### src/rtl/idle_timeout_pkg.sv
// Shared state encoding and default tuning for the idle timeout monitor.
package idle_timeout_pkg;

    localparam int CNT_W_DEF         = 8;
    localparam int WARN_TICKS_DEF    = 3;
    localparam int TIMEOUT_TICKS_DEF = 6;

    typedef enum logic [1:0] {
        ST_DISABLED  = 2'd0,
        ST_COUNTING  = 2'd1,
        ST_WARNING   = 2'd2,
        ST_TIMED_OUT = 2'd3
    } state_e;

endpackage

### src/rtl/slow_tick_sync.sv
// Brings the slow divided clock into the system domain and emits one-cycle
// ticks on its rising edges, once a genuinely sampled low has been seen.
module slow_tick_sync (
    input  logic i_clk,
    input  logic i_rst_n,
    input  logic i_slow_clk_in,
    output logic o_tick_pulse
);

    logic       r_sync1;
    logic       r_sync2;
    logic [1:0] r_vld;
    logic       r_armed;
    logic       r_prev;
    logic       r_tick;

    // r_vld marks when r_sync2 holds a real input sample rather than its reset
    // value, so a line held high through reset cannot look like a rising edge.
    always_ff @(posedge i_clk or negedge i_rst_n) begin
        if (!i_rst_n) begin
            r_sync1 <= 1'b0;
            r_sync2 <= 1'b0;
            r_vld   <= 2'b00;
            r_armed <= 1'b0;
            r_prev  <= 1'b0;
            r_tick  <= 1'b0;
        end else begin
            r_sync1 <= i_slow_clk_in;
            r_sync2 <= r_sync1;
            r_vld   <= {r_vld[0], 1'b1};
            r_prev  <= r_sync2;
            if (r_vld[1] && !r_sync2) begin
                r_armed <= 1'b1;
            end
            r_tick  <= r_armed & r_sync2 & ~r_prev;
        end
    end

    assign o_tick_pulse = r_tick;

endmodule

### src/rtl/idle_timeout_monitor.sv
// User-inactivity timer driven by slow clock ticks: warns, then latches a
// timeout until acknowledged. Define IDLE_AUTO_CLEAR_EN to let activity clear it.
//
// state        | meaning
// ST_DISABLED  | monitor off, counter held at zero
// ST_COUNTING  | counting idle ticks below the warning threshold
// ST_WARNING   | warning threshold reached, still counting
// ST_TIMED_OUT | timeout latched, counter frozen until acknowledged
module idle_timeout_monitor
    import idle_timeout_pkg::*;
#(
    parameter int CNT_W         = CNT_W_DEF,
    parameter int WARN_TICKS    = WARN_TICKS_DEF,
    parameter int TIMEOUT_TICKS = TIMEOUT_TICKS_DEF
) (
    input  logic             i_clk,
    input  logic             i_rst_n,
    input  logic             i_slow_clk_in,
    input  logic             i_enable,
    input  logic             i_activity,
    input  logic             i_timeout_ack,
    output logic             o_tick_pulse,
    output logic [CNT_W-1:0] o_idle_ticks,
    output logic             o_warn,
    output logic             o_timeout
);

    localparam logic [CNT_W-1:0] WARN_C    = CNT_W'(WARN_TICKS);
    localparam logic [CNT_W-1:0] TIMEOUT_C = CNT_W'(TIMEOUT_TICKS);
    localparam logic [CNT_W-1:0] ONE_C     = CNT_W'(1);

    state_e           r_state;
    state_e           w_state_nxt;
    logic [CNT_W-1:0] r_idle_ticks;
    logic [CNT_W-1:0] w_idle_nxt;
    logic [CNT_W-1:0] w_idle_inc;
    logic             r_warn;
    logic             r_timeout;
    logic             w_tick;
    logic             w_leave_to;

    slow_tick_sync u_slow_tick_sync (
        .i_clk         (i_clk),
        .i_rst_n       (i_rst_n),
        .i_slow_clk_in (i_slow_clk_in),
        .o_tick_pulse  (w_tick)
    );

`ifdef IDLE_AUTO_CLEAR_EN
    assign w_leave_to = i_timeout_ack | i_activity;
`else
    assign w_leave_to = i_timeout_ack;
`endif

    assign w_idle_inc = r_idle_ticks + ONE_C;

    always_comb begin
        w_state_nxt = r_state;
        w_idle_nxt  = r_idle_ticks;
        if (!i_enable) begin
            w_state_nxt = ST_DISABLED;
            w_idle_nxt  = '0;
        end else begin
            case (r_state)
                ST_DISABLED: begin
                    w_state_nxt = ST_COUNTING;
                    w_idle_nxt  = '0;
                end
                ST_COUNTING: begin
                    if (i_activity) begin
                        w_idle_nxt = '0;
                    end else if (w_tick) begin
                        w_idle_nxt = w_idle_inc;
                        if (w_idle_inc == WARN_C) begin
                            w_state_nxt = ST_WARNING;
                        end
                    end
                end
                ST_WARNING: begin
                    if (i_activity) begin
                        w_state_nxt = ST_COUNTING;
                        w_idle_nxt  = '0;
                    end else if (w_tick) begin
                        w_idle_nxt = w_idle_inc;
                        if (w_idle_inc == TIMEOUT_C) begin
                            w_state_nxt = ST_TIMED_OUT;
                        end
                    end
                end
                ST_TIMED_OUT: begin
                    if (w_leave_to) begin
                        w_state_nxt = ST_COUNTING;
                        w_idle_nxt  = '0;
                    end
                end
                default: begin
                    w_state_nxt = ST_DISABLED;
                    w_idle_nxt  = '0;
                end
            endcase
        end
    end

    // Flags decode the next state so they line up with the counter update.
    always_ff @(posedge i_clk or negedge i_rst_n) begin
        if (!i_rst_n) begin
            r_state      <= ST_DISABLED;
            r_idle_ticks <= '0;
            r_warn       <= 1'b0;
            r_timeout    <= 1'b0;
        end else begin
            r_state      <= w_state_nxt;
            r_idle_ticks <= w_idle_nxt;
            r_warn       <= (w_state_nxt == ST_WARNING);
            r_timeout    <= (w_state_nxt == ST_TIMED_OUT);
        end
    end

    assign o_tick_pulse = w_tick;
    assign o_idle_ticks = r_idle_ticks;
    assign o_warn       = r_warn;
    assign o_timeout    = r_timeout;

endmodule

### config.mk
export PLATFORM = sky130hd
export DESIGN_NAME = idle_timeout_monitor
export DESIGN_NICKNAME = d
export VERILOG_FILES = /design/src/rtl/idle_timeout_pkg.sv /design/src/rtl/slow_tick_sync.sv /design/src/rtl/idle_timeout_monitor.sv
export SDC_FILE = /design/constraint.sdc
export NUM_CORES = 1
export LEC_CHECK = 0
export ABC_AREA = 1
export BUFFER_PORTS_ARGS = -buffer_cell sky130_fd_sc_hd__buf_2
export CAP_MARGIN = 10
export CORE_MARGIN = 10
export CORE_UTILIZATION = 25
export CTS_CLUSTER_DIAMETER = 30
export DETAILED_ROUTE_END_ITERATION = 8
export SLEW_MARGIN = 20
export SYNTH_ARGS = -nofsm -noshare
export SYNTH_HDL_FRONTEND = slang
export SYNTH_SLANG_ARGS = --single-unit
### constraint.sdc
create_clock -name i_clk -period 2.2 [get_ports i_clk]
set_input_delay 0.33 -clock i_clk [delete_from_list [all_inputs] [get_ports i_clk]]
set_output_delay 0.33 -clock i_clk [all_outputs]
set_load 0.005 [all_outputs]
# Word-level counts from Yosys, hierarchy flattened
# Cells that the tools add are included.
# W data, S select, Z words.
totals:
  ff_bits: 19
  out_inout_bits: 11
  wordCells: 42
op_classes:
  bitwise_logic: 3
  n_eq_ne: 9
  n_addsub: 1
  mux: 14
  n_reduce_logical: 5
ops:
  columns: ["cell", "count"]
  rows:
  - ["$mux W8", 4]
  - ["$pmux W8 S3", 1]
  - ["$mux W2", 8]
  - ["$add A8 B1 Y8 const B", 1]
  - ["$eq A2 B2 Y1 const B", 4]
  - ["$eq A8 B2 Y1 const B", 1]
  - ["$eq A8 B3 Y1 const B", 1]
  - ["$pmux W2 S4", 1]
  - ["$ne A4 B2 Y1 const B", 1]
  - ["$ne A3 B3 Y1 const B", 1]
  - ["$and A1 B1 Y1", 2]
  - ["$eq A2 B1 Y1 const B", 1]
  - ["$logic_not A2 Y1", 1]
  - ["$reduce_and A2 Y1", 1]
  - ["$reduce_or A2 Y1", 1]
  - ["$logic_and A1 B1 Y1", 1]
  - ["$logic_not A1 Y1", 1]
  - ["$not A1 Y1", 1]

# Longest topological paths before layout
depth:
  word_depth: 8
  ltp_mapped: 12
  mapped_depth_nobuf: 12

# By module
# Synthesis repeated with hierarchy kept, for this count alone.
hier_totals:
  hier_cells: 127
  hier_area_um2: 1036.0
modules_own_cells:
  columns: ["module", "area_per_inst_um2", "instances", "cells_per_inst"]
  rows:
  - ["idle_timeout_monitor", 832.0, 1, 113]
  - ["slow_tick_sync", 203.9, 1, 14]

# Least setup slack after synthesis
# OpenSTA, ideal clock, no wires.
synth_path:
  kind: "register -> register"
  startpoint: "register r_idle_ticks[0] (netlist: o_idle_ticks[0])"
  endpoint: "register r_timeout (netlist: o_timeout)"
  stages_incl_launch_ff: 13
  t_arrival_ps: 1447
  setup_time_ps: 118
  period_less_slack_ps: 1565
  path_slack_ps: 635
  required_time_ps: 2082
  cell_sequence: "dfrtp_1 ha_1 nand2_2 nor2_2 nand2_1 nand2_2 inv_1 nor2_2 nand3_1 nand2_1 nand2_1 nor2_2 nor2_1"
synth_via:
  elab_chain_cells: 8
  elab_cells_between_ends: 12
synth_lines:
  columns: ["item", "line", "rtl"]
  rows:
  - ["start: declaration", "idle_timeout_monitor.sv:34", "logic [CNT_W-1:0] r_idle_ticks;"]
  - ["start signal: assignment", "idle_timeout_monitor.sv:113", "r_idle_ticks <= w_idle_nxt;"]
  - ["$add A8 B1 Y8 *", "idle_timeout_monitor.sv:55", "assign w_idle_inc = r_idle_ticks + ONE_C;"]
  - ["$eq A8 B3 Y1 / $eq A8 B2 Y1 (equally long branches)", "idle_timeout_monitor.sv:85, idle_timeout_monitor.sv:74", null]
  - ["$mux W2 (on tied branches)", "idle_timeout_monitor.sv:85, idle_timeout_monitor.sv:74", null]
  - ["$mux W2 (on tied branches)", "idle_timeout_monitor.sv:83, idle_timeout_monitor.sv:72", null]
  - ["$mux W2 (on tied branches)", "idle_timeout_monitor.sv:80, idle_timeout_monitor.sv:70", null]
  - ["$pmux W2 S4 *", "idle_timeout_monitor.sv:64", "case (r_state)"]
  - ["$mux W2 *", "idle_timeout_monitor.sv:60", "if (!i_enable) begin"]
  - ["$eq A2 B2 Y1 *", "idle_timeout_monitor.sv:115", "r_timeout <= (w_state_nxt == ST_TIMED_OUT);"]
  - ["end signal: assignment", "idle_timeout_monitor.sv:115", null]
  - ["end: declaration", "idle_timeout_monitor.sv:38", "logic r_timeout;"]
# Mark *: on every way between the ends. The rest lies on a longest branch, timed or not.
# A chain may end at the register's enable or synchronous reset.

# Final worst setup path
# Same ends and word-level chain as after synthesis.

==> impl_metrics.csv <==
group,metric,value,unit
status,outcome,"finished, final reports clean",
route,vias,887,
grt,grt_start_max_net_pins,20,
timing,slew_violations,0,
floorplanning,io_pins,17,
yosys,synth-seq-area-share,43.83,%
cells_and_area,largest_reg_flops,8,
setup_path,rrSetupSlack,440,ps
timing,finClkSkew,4.963,ps
route,ant_nets,0,
power_and_ir_drop,peakVddDrop,0.0004065,V
power_and_ir_drop,p_per_area,518.2,mW/mm^2
yosys,synthesis.nets,150,
power_and_ir_drop,p_leak,0.6538,nW
clocking,numCtsBuffers,3,
timing,fin_tns_setup,0,ps
cells_and_area,stdcell_area,0.001270,sq mm
setup_path,worst_path_max_delay_cell,"dfrtp_1",
job,drv_cap,0,
setup_path,cp_max_fo,7,
cells_and_area,fin_cells,206,
grt,use_met3,3.122,%
placed_design,dp.cells,202,
yosys,netlist-cell-type-count,21,
setup_path,crit_chain,"ha_1 > nand2_2 > nor2_2 > nand2_1 > nand2_2 > inv_1 > nor2_2 > nand3_1 > nand2_1 > nand2_1 > nor2_2 > nor2_1",
clocking,htreeDepth,1,
route,first_iter_violations,38,
clocking,cts_root_buffer,"clkbuf_8",
yosys,async_flop_share,100.0,%
setup_path,cp_data_arrival_time,1920,ps
yosys,synthTopCellsByArea,"dfrtp_1 44%, nand2_1 11%, inv_1 8.7%, ha_1 8.1%, nand3_1 5.1%",
timing,whs,0.1080,ps
placed_design,dpl.hpwl,1786,microns
timing,hold_viol,0,
timing,setup-violations-final,0,
clocking,clk_latency,260,ps
setup_path,regToRegEndpoint,"o_timeout$_DFF_PN0_",
grt,grt_usage,6.762,%
route,viasPerCell,4.306,
setup_path,worstReg2RegStart,"o_idle_ticks[0]$_DFFE_PN0P_",
setup_path,cp-end-kind,"register",
clocking,clkSinkCount,19,
timing,rsz0062_at_grt,"no",
placed_design,dpl_worst_slack,435.1,ps
timing,fmax,568.4,MHz
setup_path,critPathLaunchType,"register",
floorplanning,die_area,0.007374,sq mm
route,dr.pass1.iters,5,
hold_path,hold_path.class,"input pin to async pin",
floorplanning,core,0.004086,sq mm
timing,finalCritPeriodShare,79.97,%
setup_path,critical_path_required,2360,ps
setup_path,slowest_delay,460,ps
timing,layout_setup_ws,440.6,ps
floorplanning,die_y,85.87,microns
grt,grt_pass1_wl,4064,microns
setup_path,worst-setup-path-type,"register to register",
clocking,clk_path_buf_depth,2,
floorplanning,initial_core_util,26.55,%
yosys,synth_edf_count,0,
yosys,synth_area_leader_cell,"dfrtp_1",
placed_design,place_congestion,0.8434,
yosys,synth_top_cell_area_share,43.83,%
cells_and_area,final_common_cell,"nand2_1",
cells_and_area,final_nets,170,
yosys,yosysWarnings,0,
cells_and_area,drive_above_1_share,22.44,%
grt,use_met1,7.430,%
grt,top_usage_layer,"met2",
grt,grt_remaining_overflow,0,
clocking,cts.repair.resized,0,
floorplanning,rows,23,
yosys,syn_area,0.001085,sq mm
clocking,clk_pin_slew_worst_paths,80,ps
grt,grt_util_met2,11.16,%
setup_path,rr_worst_depth,12,
clocking,cts_tree,"done",
clocking,post_cts_buffers,0,
cells_and_area,layout_common_cells,"31 x nand2_1, 25 x inv_1, 19 x dfrtp_1",
yosys,ys.flop_type,"dfrtp_1",
cells_and_area,syn_to_final_growth,17.07,%
route,drc,0,
floorplanning,die-width,85.87,microns
grt,grt_pass1_vias,917,
route,avgRoutedWirePerCell,10.94,microns
timing,final.min_clock_period,1759,ps
grt,antenna_found_initial,0,
yosys,netlist_instances,137,
yosys,syn_area_per_cell,7.918,sq um
yosys,ys_ff_latch,19,
clocking,hold_buffers,0,
route,drt-total-wl,2254,microns
placed_design,port_buffers,16,
cells_and_area,diodes,0,
placed_design,dpl_cell_area,0.001224,sq mm
[worst max path at each step]
stage          depth (start not counted)                        start              endpoint  slack, ps
5_1_grt                               12  o_idle_ticks[0]$_DFFE_PN0P_  r_state[0]$_DFF_PN0_        230
4_1_cts                               12  o_idle_ticks[0]$_DFFE_PN0P_   o_timeout$_DFF_PN0_        410
2_1_floorplan                         12  o_idle_ticks[0]$_DFFE_PN0P_   o_timeout$_DFF_PN0_        640
3_5_place_dp                          12  o_idle_ticks[0]$_DFFE_PN0P_   o_timeout$_DFF_PN0_        440
3_3_place_gp                          12  o_idle_ticks[0]$_DFFE_PN0P_   o_timeout$_DFF_PN0_        410
6_report                              12  o_idle_ticks[0]$_DFFE_PN0P_   o_timeout$_DFF_PN0_        440
[metrics by stage]
step / power (mW) / util, %
after global placement: 0.4131 / 29.94
after floorplan: 0.3930 / -
final: 0.6581 / 31.08
after global routing: 0.6901 / 31.08
after CTS: 0.6656 / 31.08
after detailed placement: 0.4131 / 29.94
[per-layer routing]
| metal | share of wire [%] | up-vias | wire length [microns] |
|---|---|---|---|
| met4 | 1.4 | 0 | 31 |
| li1 | - | 466 | - |
| met3 | 6.5 | 4 | 147 |
| met2 | 45 | 18 | 1011 |
| met1 | 47 | 399 | 1064 |
| met5 | 0 | - | 0 |
[layout make-up]
cell class	count	area, sq um
Clock inverter	1	5.005
Multi-Input combinational cell	92	511.7
Timing Repair Buffer	16	80.08
Inverter	25	93.84
Sequential cell	19	475.5
Tap cell	50	62.56
Fill cell	442	2816
Clock buffer	3	41.29
[critical path: cells and delay by family (launching register included)]
family | cells | cell delay (ps)
buffers and inverters | 1 | 50
and+or+nand+nor | 10 | 910
DFF | 1 | 460
adders and majority gates | 1 | 240
[synth_stat cells (2+ instances only)]
cell type / count
inv_1: 25
nor2_2: 5
nand2_1: 31
o21ai_0: 2
nand3_2: 2
ha_1: 7
nand4_1: 2
dfrtp_1: 19
o22ai_1: 8
nor2_1: 11
nand2_2: 5
nand3_1: 11
[cell families after synthesis]
group,count (synthesis),synth area share [%]
buffers and inverters,26,8.996
AO/OA/AOI/OAI,13,7.497
flip-flops,19,43.83
other,1,0.3457
XOR/XNOR,1,0.8075
AND/OR/NAND/NOR,70,30.45
adder cells (fa/ha/maj),7,8.073
[power by group]
part / switching [mW] / internal [mW]
clock network: 0.127 / 0.126
logic: 0.0272 / 0.0147
registers: 0.00590 / 0.357
Power figures use the tool's default switching activity.
